## config.mk

```make
export PLATFORM = sky130hd
export DESIGN_NAME = uart_tx_queue
export DESIGN_NICKNAME = d
export VERILOG_FILES = /design/src/rtl/uart_tx_queue.sv
export SDC_FILE = /design/constraint.sdc
export NUM_CORES = 1
export LEC_CHECK = 0
export BUFFER_PORTS_ARGS = -buffer_cell sky130_fd_sc_hd__buf_2
export CORE_MARGIN = 2
export CORE_UTILIZATION = 45
export DETAILED_ROUTE_END_ITERATION = 12
export HOLD_SLACK_MARGIN = 0.03
export PLACE_DENSITY_LB_ADDON = 0.1
export REMOVE_ABC_BUFFERS = 1
export SLEW_MARGIN = 20
export SYNTH_ARGS = -nofsm -noshare
export SYNTH_HDL_FRONTEND = slang
export SYNTH_SLANG_ARGS = --single-unit
```

## constraint.sdc

```tcl
create_clock -name clk -period 2.8 [get_ports clk]
set_clock_uncertainty 0.2 [all_clocks]
set_input_delay 0.56 -clock clk [delete_from_list [all_inputs] [get_ports clk]]
set_output_delay 0.56 -clock clk [all_outputs]
set_load 0.02 [all_outputs]
```

## src/rtl/uart_tx_queue.sv

```systemverilog
// Byte queue feeding a UART transmitter: circular buffer plus a send FSM that hands one byte at a time to the transmitter.
// Latency: a write into an empty queue with the FSM idle gives tx_send 2 cycles after the wr_en cycle.
// Backpressure: writes made while full are dropped. The FSM waits for tx_busy to rise and then fall before the next pop.
//   If tx_busy never rises within BUSY_TIMEOUT cycles, the byte is treated as sent.
// Ports: clk/rst (synchronous, active-high); wr_en/wr_data write side; full/empty/count status;
//        tx_busy from the transmitter; tx_send/tx_din registered to the transmitter.
// Optional: define UART_TX_QUEUE_OVF_EN to add a sticky 'overflow' output flagging dropped writes.
module uart_tx_queue #(
  parameter int DEPTH        = 16,
  parameter int BUSY_TIMEOUT = 4
) (
  input  logic                   clk,
  input  logic                   rst,
  input  logic                   wr_en,
  input  logic [7:0]             wr_data,
  output logic                   full,
  output logic                   empty,
  output logic [$clog2(DEPTH):0] count,
  input  logic                   tx_busy,
  output logic                   tx_send,
  output logic [7:0]             tx_din
`ifdef UART_TX_QUEUE_OVF_EN
  ,
  output logic                   overflow
`endif
);

  localparam int AW = $clog2(DEPTH);
  localparam int CW = AW + 1;
  localparam int TW = (BUSY_TIMEOUT > 1) ? $clog2(BUSY_TIMEOUT) : 1;

  typedef enum logic [1:0] {IDLE, ISSUE, WAIT_BUSY, WAIT_DONE} state_t;

  logic [7:0]    mem_q [DEPTH];
  logic [AW-1:0] wr_ptr_q, wr_ptr_d;
  logic [AW-1:0] rd_ptr_q, rd_ptr_d;
  logic [CW-1:0] count_q, count_d;
  state_t        state_q;
  logic [TW-1:0] tmr_q;
  logic          tx_send_q;
  logic [7:0]    tx_din_q;
  logic          wr_fire;
  logic          pop;

  assign full    = (count_q == CW'(DEPTH));
  assign empty   = (count_q == '0);
  assign count   = count_q;
  assign tx_send = tx_send_q;
  assign tx_din  = tx_din_q;

  // Acceptance depends only on the registered full flag. A pop in the same cycle does not make room for the write.
  assign wr_fire = wr_en & ~full;
  assign pop     = (state_q == IDLE) && (count_q != '0);

  // Pointers are exactly AW bits wide with DEPTH a power of two, so they wrap naturally.
  always_comb begin
    wr_ptr_d = wr_ptr_q + AW'(wr_fire);
    rd_ptr_d = rd_ptr_q + AW'(pop);
    count_d  = count_q;
    unique case ({wr_fire, pop})
      2'b10:   count_d = count_q + CW'(1);
      2'b01:   count_d = count_q - CW'(1);
      default: count_d = count_q;
    endcase
  end

  always_ff @(posedge clk) begin
    if (rst) begin
      wr_ptr_q <= '0;
      rd_ptr_q <= '0;
      count_q  <= '0;
    end else begin
      wr_ptr_q <= wr_ptr_d;
      rd_ptr_q <= rd_ptr_d;
      count_q  <= count_d;
    end
  end

  // Storage is not reset. Pointers and count define which entries are valid.
  always_ff @(posedge clk) begin
    if (wr_fire) begin
      mem_q[wr_ptr_q] <= wr_data;
    end
  end

  // Send FSM. tx_send_q is set together with the move into ISSUE, so it is high only for the ISSUE cycle.
  // tx_din_q is only loaded on a pop, which keeps it stable between sends.
  always_ff @(posedge clk) begin
    if (rst) begin
      state_q   <= IDLE;
      tmr_q     <= '0;
      tx_send_q <= 1'b0;
      tx_din_q  <= 8'h00;
    end else begin
      tx_send_q <= 1'b0;
      unique case (state_q)
        IDLE: begin
          if (pop) begin
            tx_din_q  <= mem_q[rd_ptr_q];
            tx_send_q <= 1'b1;
            state_q   <= ISSUE;
          end
        end
        ISSUE: begin
          tmr_q   <= '0;
          state_q <= WAIT_BUSY;
        end
        WAIT_BUSY: begin
          // A transmitter that never reports busy must not stall the queue.
          if (tx_busy) begin
            state_q <= WAIT_DONE;
          end else if (tmr_q == TW'(BUSY_TIMEOUT - 1)) begin
            state_q <= IDLE;
          end else begin
            tmr_q <= tmr_q + TW'(1);
          end
        end
        WAIT_DONE: begin
          if (!tx_busy) begin
            state_q <= IDLE;
          end
        end
        default: state_q <= IDLE;
      endcase
    end
  end

`ifdef UART_TX_QUEUE_OVF_EN
  logic ovf_q;

  always_ff @(posedge clk) begin
    if (rst) begin
      ovf_q <= 1'b0;
    end else if (wr_en && full) begin
      ovf_q <= 1'b1;
    end
  end

  assign overflow = ovf_q;
`endif

endmodule

```

==> flow_metrics.py, run 1 <==
metrics = {
    "clocking": {
        "cts_hold_buf": 0,
        "cts_max_level": 4,
        "clock_latency_ns": 0.42,
        "cts_tree": "built",
        "cts-root-buf": "clkbuf_16",
        "cts_buffers": 17,
        "clkSinkCount": 154,
        "clockBufferDepth": 2,
        "clk_pin_slew_ns": 0.06,
    },
    "job": {
        "cap_violations": 0,
    },
    "yosys": {
        "async_flop_share_pct": 0,
        "netlist_top_cells_area": "edfxtp_1 62%, mux2i_1 11%, dfxtp_1 8.3%, o22ai_1 3.4%, nor2_1 2.3%",
        "netlist.area_leader.share_pct": 61.55,
        "synth_cells": 411,
        "yosysMostFrequentCell": "edfxtp_1",
        "yosysTopAreaCell": "edfxtp_1",
        "ys_types": 38,
        "synth_ff_type": "edfxtp_1",
        "ys_seq_area_share_pct": 69.89,
        "synth_area_sq_um": 6245,
        "yosysWarnings": 0,
        "synth-seq-cells": 154,
        "synth_edf_count": 128,
        "synthTopCellsByCount": "128 x edfxtp_1, 66 x mux2i_1, 38 x nor2_1",
        "synth_area_per_cell_sq_um": 15.19,
    },
    "status": {
        "outcome": "finished clean",
    },
    "sta": {
        "period_minus_slack_ns": 2.659,
        "relSlewSlack_pct": 60.43,
        "setup_violations": 0,
        "timing.hold.ws_ns": 0.2399,
        "tightest_slew_ns": 0.5936,
        "maxSlewViolCount": 0,
        "finalSetupTns_ns": 0,
        "timing.final.crit_share_pct": 94.96,
        "hold_viol_final": 0,
        "fmax_mhz": 376.1,
    },
    "layout": {
        "seqCellArea_sq_um": 4369,
        "drive_gt1_share_pct": 20.55,
        "fin_nets": 480,
        "n_fill_cell": 1176,
        "utilization_pct": 52.72,
        "diodes": 0,
        "multi_input_comb_area_sq_um": 1727,
        "area_growth_pct": 15.83,
        "fin_area_sq_um": 7233,
    },
    "grt": {
        "antenna_found_initial": 0,
        "grt_max_degree": 35,
        "grt_usage_pct": 18.84,
        "grt_pass1_vias": 3317,
        "grt_overflow": 0,
        "grt_pass1_wl_mm": 19.69,
    },
    "hold_path": {
        "whs_path_depth": 3,
        "min_from": "tx_busy",
        "hold_end": "state_q[0]",
        "hold_class": "in -> reg",
    },
    "routing": {
        "ant_nets": 0,
        "first_iter_violations": 264,
        "vias": 3463,
        "wl_per_cell_um": 19.88,
        "via_per_inst": 5.311,
        "dr.pass1.iters": 4,
        "finalWirelength_mm": 12.96,
        "drc": 0,
    },
    "critical_path": {
        "worstSetupStartpointType": "flop",
        "required_ns": 2.91,
        "rr_worst_depth": 11,
        "critical_path_arrival_ns": 2.77,
        "rr_endpoint": "count[4]",
        "rr_startpoint": "count[3]",
        "cp_max_fo": 4,
        "crit_type": "reg -> reg",
        "r2r_slack_ns": 0.14,
        "end_kind": "flop",
    },
    "placed_design": {
        "dp.final_hpwl_mm": 8.338,
        "gp_congestion": 0.8151,
        "dpl_cell_area_sq_um": 6634,
        "io_buffer_count": 27,
    },
    "pwr": {
        "switchingPower_mw": 1.678,
        "power_leakage_nw": 2.390,
        "seqPwrFrac_pct": 45.5,
        "power.share.clock_pct": 35.3,
        "switching_share_pct": 27.86,
        "irDropWorstVdd_v": 0.0004148,
        "p_comb_share_pct": 19.2,
        "p_per_area_nw_per_um2": 832.8,
        "intPower_mw": 4.345,
    },
    "floorplan": {
        "core_area_sq_um": 13720,
        "num_io_pins": 28,
        "rows": 43,
        "dieHeight_um": 121.8,
        "start_util_pct": 45.52,
        "die-area_sq_um": 14840,
        "die_x_um": 121.8,
    },
}
-- cell type report --
class,instances,share of cell area (%)
Sequential cell,154,60.40
Clock inverter,9,0.8649
Multi-Input combinational cell,231,23.87
Inverter,2,0.1038
Tap cell,180,3.114
Clock buffer,23,6.902
Timing Repair Buffer,53,4.740
-- cells in the final DEF (no fill, tap or decap), types with 2 or more instances in the layout --
cell type	instances
a21oi_2	2
a21o_1	2
nand2_1	6
buf_4	25
xnor2_1	2
ha_1	8
buf_2	27
clkbuf_1	2
or3_1	3
a21oi_1	6
nor4_1	8
nand3_1	5
a211oi_2	2
clkbuf_8	3
nand2b_1	6
nand3b_1	5
mux2i_1	66
clkinv_2	3
o21ai_0	2
xor2_1	5
a211oi_1	7
nor3_1	5
clkbuf_16	18
dfxtp_1	24
nor2b_1	6
o22ai_1	34
nor4_2	2
edfxtp_1	128
clkinvlp_4	4
nor2_1	38
-- worst max-delay path by stage --
stage | endpoint | slack (ns) | startpoint | depth (start not counted)
floorplan | tx_din[6] | -0.70 | rd_ptr_q[2] | 4
global placement | count[4] | 0.07 | count[0] | 11
detailed placement | count[4] | -0.004 | count[0] | 11
CTS | count[4] | 0.05 | count[2] | 11
global route | count[4] | -0.002 | count[3] | 11
finish | count[4] | 0.14 | count[3] | 11
-- critical path: stages, from the launching register on --
cell,delay (ns)
dfxtp_2,0.35
nor4_4,0.30
and2b_2,0.22
nor3_4,0.04
ha_2,0.21
xor2_1,0.15
ha_1,0.21
o21ai_0,0.17
o22ai_1,0.09
a21oi_1,0.20
a21oi_2,0.08
mux2_1,0.31
-- logic make-up (layout without fill, tap and decap cells) --
group | count (synthesis) | count (layout) | synth area share, %
compound gates | 58 | 58 | 6.091
mux | 67 | 67 | 10.76
buf+inv | 26 | 87 | 2.805
fa+ha+maj | 9 | 9 | 1.803
simple gates | 90 | 90 | 7.674
xor+xnor | 7 | 7 | 0.9818
flops | 154 | 154 | 69.89
-- what timing repair did --
item                                    in CTS  in global routing
pin swaps                                    1                  2
resized for setup                            1                  5
endpoints found under the setup margin       1                  1
setup buffers                                0                  2
-- state kept, by name, indices dropped and copies added, names as in the netlist --
signal    count
wr_ptr_q      4
mem_q       128
tx_din        8
rd_ptr_q      4
state_q       2
count         5
tmr_q         2
tx_send       1
-- metal layers --
| metal | share of wire [%] | GRT usage [%] |
|---|---|---|
| met4 | 1.7 | 7.112 |
| met5 | 0 | 0 |
| met3 | 4.4 | 4.260 |
| met1 | 45 | 25.47 |
| met2 | 49 | 29.89 |
-- power by group through the flow --
stage,clock network [mW],logic (mW),registers (mW)
after global placement,0,1.10,2.78
after floorplan,0,0.645,2.85
after detailed placement,0,1.11,2.78
after global routing,2.27,1.27,2.76
after CTS,2.17,1.12,2.74
final,2.13,1.16,2.74
-- per-stage QoR --
step	std cells	power (mW)	setup slack, ns
5_1_grt	652	6.297	-0.001821
2_1_floorplan	387	3.497	-0.7024
3_5_place_dp	618	3.898	-0.004159
4_1_cts	650	6.034	0.04774
3_3_place_gp	618	3.879	0.07118
6_report	652	6.024	0.1410
(Power assumes the default switching activity.)
==> inputs of run 2 (changes only) <==
--- a/config.mk
+++ b/config.mk
@@ -11,7 +11,6 @@
 export DETAILED_ROUTE_END_ITERATION = 12
 export HOLD_SLACK_MARGIN = 0.03
 export PLACE_DENSITY_LB_ADDON = 0.1
-export REMOVE_ABC_BUFFERS = 1
 export SLEW_MARGIN = 20
 export SYNTH_ARGS = -nofsm -noshare
 export SYNTH_HDL_FRONTEND = slang
==> flow_metrics.py, run 2 (synthesis results as in run 1) <==
metrics = {
    "floorplan": {
        "rows": 43,
        "num_io_pins": 28,
        "dieHeight_um": 121.8,
        "die-area_sq_um": 14840,
        "start_util_pct": 45.52,
        "core_area_sq_um": 13720,
        "die_x_um": 121.8,
    },
    "pwr": {
        "intPower_mw": 4.565,
        "switching_share_pct": 26.11,
        "seqPwrFrac_pct": 44.5,
        "power.share.clock_pct": 37.0,
        "switchingPower_mw": 1.613,
        "power_leakage_nw": 2.388,
        "irDropWorstVdd_v": 0.0004121,
        "p_total_mw": 6.179,
        "p_comb_share_pct": 18.5,
        "p_per_area_nw_per_um2": 850.1,
    },
    "clocking": {
        "clk_pin_slew_ns": 0.06,
        "cts_buffers": 17,
        "clkSinkCount": 154,
        "cts-root-buf": "clkbuf_16",
        "clock_latency_ns": 0.41,
        "cts_hold_buf": 0,
        "cts_tree": "built",
        "cts_max_level": 4,
        "clockBufferDepth": 2,
    },
    "layout": {
        "drive_gt1_share_pct": 19.27,
        "largest_reg_flops": 128,
        "final_common_cell": "edfxtp_1",
        "diodes": 0,
        "fin_nets": 476,
        "area_growth_pct": 16.39,
        "layout_common_cells": "128 x edfxtp_1, 66 x mux2i_1, 38 x nor2_1, 34 x o22ai_1, 27 x buf_2",
        "regMostFlops": "mem_q",
        "n_fill_cell": 1151,
    },
    "routing": {
        "dr.pass1.iters": 4,
        "drc": 0,
        "finalWirelength_mm": 12.72,
        "ant_nets": 0,
        "via_per_inst": 5.332,
        "vias": 3450,
        "wl_per_cell_um": 19.66,
        "first_iter_violations": 235,
    },
    "sta": {
        "setup_violations": 0,
        "timing.final.crit_share_pct": 97.36,
        "finalSetupTns_ns": 0,
        "relSlewSlack_pct": 59.53,
        "hold_viol_final": 0,
        "fmax_mhz": 366.8,
        "maxSlewViolCount": 0,
        "timing.hold.ws_ns": 0.2472,
        "rsz0062_at_grt": "no",
        "postLayoutSetupSlackWorst_ns": 0.07391,
        "period_minus_slack_ns": 2.726,
        "tightest_slew_ns": 0.6071,
    },
    "placed_design": {
        "dp.final_hpwl_mm": 8.257,
        "pre_cts_slack_ns": 0.06517,
        "io_buffer_count": 27,
        "gp_congestion": 0.7649,
    },
    "critical_path": {
        "rr_endpoint": "count[4]",
        "end_kind": "flop",
        "worstSetupStartpointType": "flop",
        "cp_max_fo": 7,
        "r2r_slack_ns": 0.07,
        "crit_type": "reg -> reg",
        "rr_worst_depth": 11,
        "required_ns": 2.90,
        "critical_path_arrival_ns": 2.83,
        "rr_startpoint": "count[0]",
    },
    "hold_path": {
        "hold_end": "state_q[0]",
        "whs_path_depth": 3,
        "min_from": "tx_busy",
        "hold_class": "in -> reg",
    },
    "grt": {
        "grt_usage_pct": 18.60,
        "antenna_found_initial": 0,
        "grt_max_degree": 33,
        "grt_overflow": 0,
        "grt_pass1_wl_mm": 19.49,
        "grt_pass1_vias": 3414,
    },
    "yosys": {
        "syn-num-nets": 432,
    },
    "job": {
        "cap_violations": 0,
    },
    "status": {
        "outcome": "finished clean",
    },
}
run 2: what timing repair did:
action	CTS	global route
buffers inserted	0	2
resized for setup	0	2
endpoints found under the setup margin	0	1
run 2: final cells by class:
cell class | count | area (sq um) | share of cell area [%]
clock buffer | 22 | 444.2 | 6.111
sequential | 154 | 4375 | 60.20
timing repair buffer | 49 | 325.3 | 4.476
multi-input combinational | 231 | 1743 | 23.98
tap | 180 | 225.2 | 3.099
clock inverter | 9 | 147.6 | 2.031
inverter | 2 | 7.507 | 0.1033
run 2: worst max path at each step:
stage | startpoint | cells past startpoint | to | slack, ns
finish | count[0] | 11 | count[4] | 0.07
global route | count[2] | 11 | count[4] | 0.009
CTS | count[0] | 11 | count[4] | 0.06
detailed placement | count[0] | 11 | count[4] | 0.07
global placement | count[0] | 11 | count[4] | 0.16
floorplan | count[1] | 14 | count[4] | -0.15
run 2: per-layer routing:
metal / track usage [%] / wire [um] / vias to the layer above
met3: 4.073 / 358 / 14
met2: 29.43 / 6149 / 54
met1: 25.25 / 6001 / 1707
met5: 0 / 0 / -
met4: 7.112 / 212 / 0
li1: - / - / 1675
run 2: power by group through the flow:
stage          combinational [mW]  sequential (mW)  clock, mW
2_1_floorplan               0.802             2.81          0
3_3_place_gp                 1.09             2.79          0
3_5_place_dp                 1.12             2.80          0
4_1_cts                      1.12             2.75       2.34
5_1_grt                      1.25             2.77       2.42
6_report                     1.14             2.75       2.29
run 2: stage by stage:
stage                     cells  instance area [sq um]  util [%]
after floorplan             411                   6286         -
after CTS                   645                   7243     52.80
final                       647                   7268     52.98
after global routing        647                   7268     52.98
after detailed placement    614                   6651     48.48
after global placement      614                   6651     48.48
run 2: worst max-delay path, stage by stage (launching register included):
cell and delay (ns):
dfxtp_2 0.35, nor4_4 0.30, and2b_2 0.23, nor3_4 0.06
ha_4 0.20, xor2_1 0.18, ha_2 0.24, o21ai_1 0.07
o22ai_1 0.20, a21oi_1 0.09, a21oi_1 0.16, mux2_1 0.33
==> inputs of run 3 (changes only) <==
--- a/config.mk
+++ b/config.mk
@@ -7,7 +7,7 @@
 export LEC_CHECK = 0
 export BUFFER_PORTS_ARGS = -buffer_cell sky130_fd_sc_hd__buf_2
 export CORE_MARGIN = 2
-export CORE_UTILIZATION = 45
+export CORE_UTILIZATION = 55
 export DETAILED_ROUTE_END_ITERATION = 12
 export HOLD_SLACK_MARGIN = 0.03
 export PLACE_DENSITY_LB_ADDON = 0.1
==> flow_metrics.py, run 3 (synthesis results as in run 1) <==
metrics = {
    "status": {
        "outcome": "finished clean",
    },
    "clocking": {
        "clockBufferDepth": 2,
        "clk_pin_slew_ns": 0.06,
        "cts-root-buf": "clkbuf_16",
        "cts_max_level": 4,
        "clkSinkCount": 154,
        "clock_latency_ns": 0.42,
        "cts_tree": "built",
        "cts_buffers": 17,
        "cts_hold_buf": 0,
    },
    "pwr": {
        "p_per_area_nw_per_um2": 844.1,
        "irDropWorstVdd_v": 0.0007481,
        "power_leakage_nw": 2.394,
    },
    "sta": {
        "setup_violations": 0,
        "tightest_slew_ns": 0.6007,
        "rsz0062_at_grt": "no",
        "timing.final.crit_share_pct": 94.75,
        "hold_viol_final": 0,
        "relSlewSlack_pct": 59.95,
        "fmax_mhz": 376.9,
        "period_minus_slack_ns": 2.653,
        "maxSlewViolCount": 0,
        "postLayoutSetupSlackWorst_ns": 0.1470,
        "finalSetupTns_ns": 0,
    },
    "routing": {
        "wl_per_cell_um": 19.48,
        "via_per_inst": 5.721,
        "ant_nets": 0,
        "first_iter_violations": 270,
        "finalWirelength_mm": 11.87,
        "vias": 3484,
        "drc": 0,
        "dr.pass1.iters": 4,
    },
    "critical_path": {
        "crit_path_max_incr_delay_ns": 0.35,
        "crit_start": "count[0]",
        "cp.buffers_inverters": 0,
        "rr_startpoint": "count[0]",
        "rr_endpoint": "count[4]",
        "crit_family": "simple AND/OR/NAND/NOR gates",
        "end_kind": "flop",
        "r2r_slack_ns": 0.15,
        "critPathSlowestCell": "dfxtp_2",
        "path_cells": "nor4_4 -> and2b_2 -> nor3_4 -> ha_4 -> xor2_1 -> ha_2 -> a21oi_2 -> nand2b_1 -> a21o_1 -> a21oi_1 -> mux2_1",
        "cp_max_fo": 7,
        "crit_type": "reg -> reg",
        "rr_worst_depth": 11,
        "worstSetupStartpointType": "flop",
        "critical_path_arrival_ns": 2.76,
        "required_ns": 2.90,
    },
    "grt": {
        "met2_usage_pct": 33.13,
        "grt_pass1_vias": 3387,
        "grt_usage_pct": 20.69,
        "grt_use_met1_pct": 26.79,
        "antenna_found_initial": 0,
        "grt_pass1_wl_mm": 18.75,
        "grt_max_degree": 35,
        "grt-busiest-layer": "met2",
        "met3_usage_pct": 6.147,
        "grt_overflow": 0,
    },
    "layout": {
        "diodes": 0,
        "area_growth_pct": 15.51,
        "n_fill_cell": 778,
        "drive_gt1_share_pct": 20.90,
        "fin_nets": 477,
        "final_common_cell": "edfxtp_1",
        "largest_reg_flops": 128,
        "layout_common_cells": "128 x edfxtp_1, 66 x mux2i_1, 38 x nor2_1, 34 x o22ai_1, 27 x buf_2",
        "regMostFlops": "mem_q",
    },
    "hold_path": {
        "whs_path_depth": 3,
        "hold_class": "in -> reg",
        "hold_end": "state_q[0]",
        "min_from": "tx_busy",
    },
    "floorplan": {
        "die-area_sq_um": 12220,
        "rows": 38,
        "dieHeight_um": 110.6,
        "num_io_pins": 28,
        "die_x_um": 110.6,
        "start_util_pct": 57.11,
        "core_area_sq_um": 10940,
    },
    "job": {
        "cap_violations": 0,
    },
    "placed_design": {
        "pre_cts_slack_ns": 0.1163,
        "io_buffer_count": 27,
        "dp.final_hpwl_mm": 7.903,
        "gp_congestion": 0.8426,
    },
    "yosys": {
        "syn-num-nets": 432,
    },
}
==> run 3: area by class of cell <==
cell class	count	area [sq um]	share of cell area [%]
clock buffer	19	442.9	6.141
tap	140	175.2	2.428
sequential	154	4375	60.66
multi-input combinational	231	1735	24.06
timing repair buffer	50	332.8	4.614
clock inverter	13	143.9	1.995
inverter	2	7.507	0.1041
==> run 3: what timing repair did <==
| action | in CTS | in global routing |
|---|---|---|
| gates resized for setup | 0 | 1 |
| setup buffers | 0 | 1 |
| endpoints found under the setup margin | 0 | 1 |
==> run 3: metrics by stage <==
stage / hold slack (ns) / utilization (%) / std cells / total power [mW] / cell area [sq um]
3_5_place_dp: 0.2970 / 60.50 / 576 / 3.911 / 6616
4_1_cts: 0.2281 / 65.87 / 608 / 6.135 / 7203
3_3_place_gp: 0.2909 / 60.50 / 576 / 3.875 / 6616
6_report: 0.2448 / 65.96 / 609 / 6.088 / 7213
5_1_grt: 0.2471 / 65.96 / 609 / 6.370 / 7213
2_1_floorplan: 0.2826 / - / 411 / 3.615 / 6286
==> run 3: worst max-delay path by stage <==
stage / end / depth (start not counted)
after floorplan: count[4] / 14
after global placement: count[4] / 11
after detailed placement: count[4] / 11
after CTS: count[4] / 11
after global routing: count[4] / 11
final: count[4] / 11
==> run 3: power by group <==
group	switching (mW)	leakage (nW)	internal, mW
clock	0.886	0.282	1.34
sequential	0.113	1.37	2.63
combinational	0.669	0.740	0.450
==> run 3: worst register-to-register path: cells and delay by family, from the launching register on <==
family | cells | cell delay, ns
AND/OR/NAND/NOR | 4 | 0.65
AO/OA/AOI/OAI | 3 | 0.46
adder cells (fa/ha/maj) | 2 | 0.38
flip-flops | 1 | 0.35
multiplexers | 1 | 0.33
XOR/XNOR | 1 | 0.16
==> run 3: routing by layer <==
| metal | vias to the layer above | part of all wire, % | routed length, um |
|---|---|---|---|
| li1 | 1675 | - | - |
| met1 | 1717 | 44 | 5249 |
| met2 | 77 | 49 | 5819 |
| met3 | 15 | 5.1 | 601 |
| met4 | 0 | 1.6 | 195 |
| met5 | - | 0 | 0 |
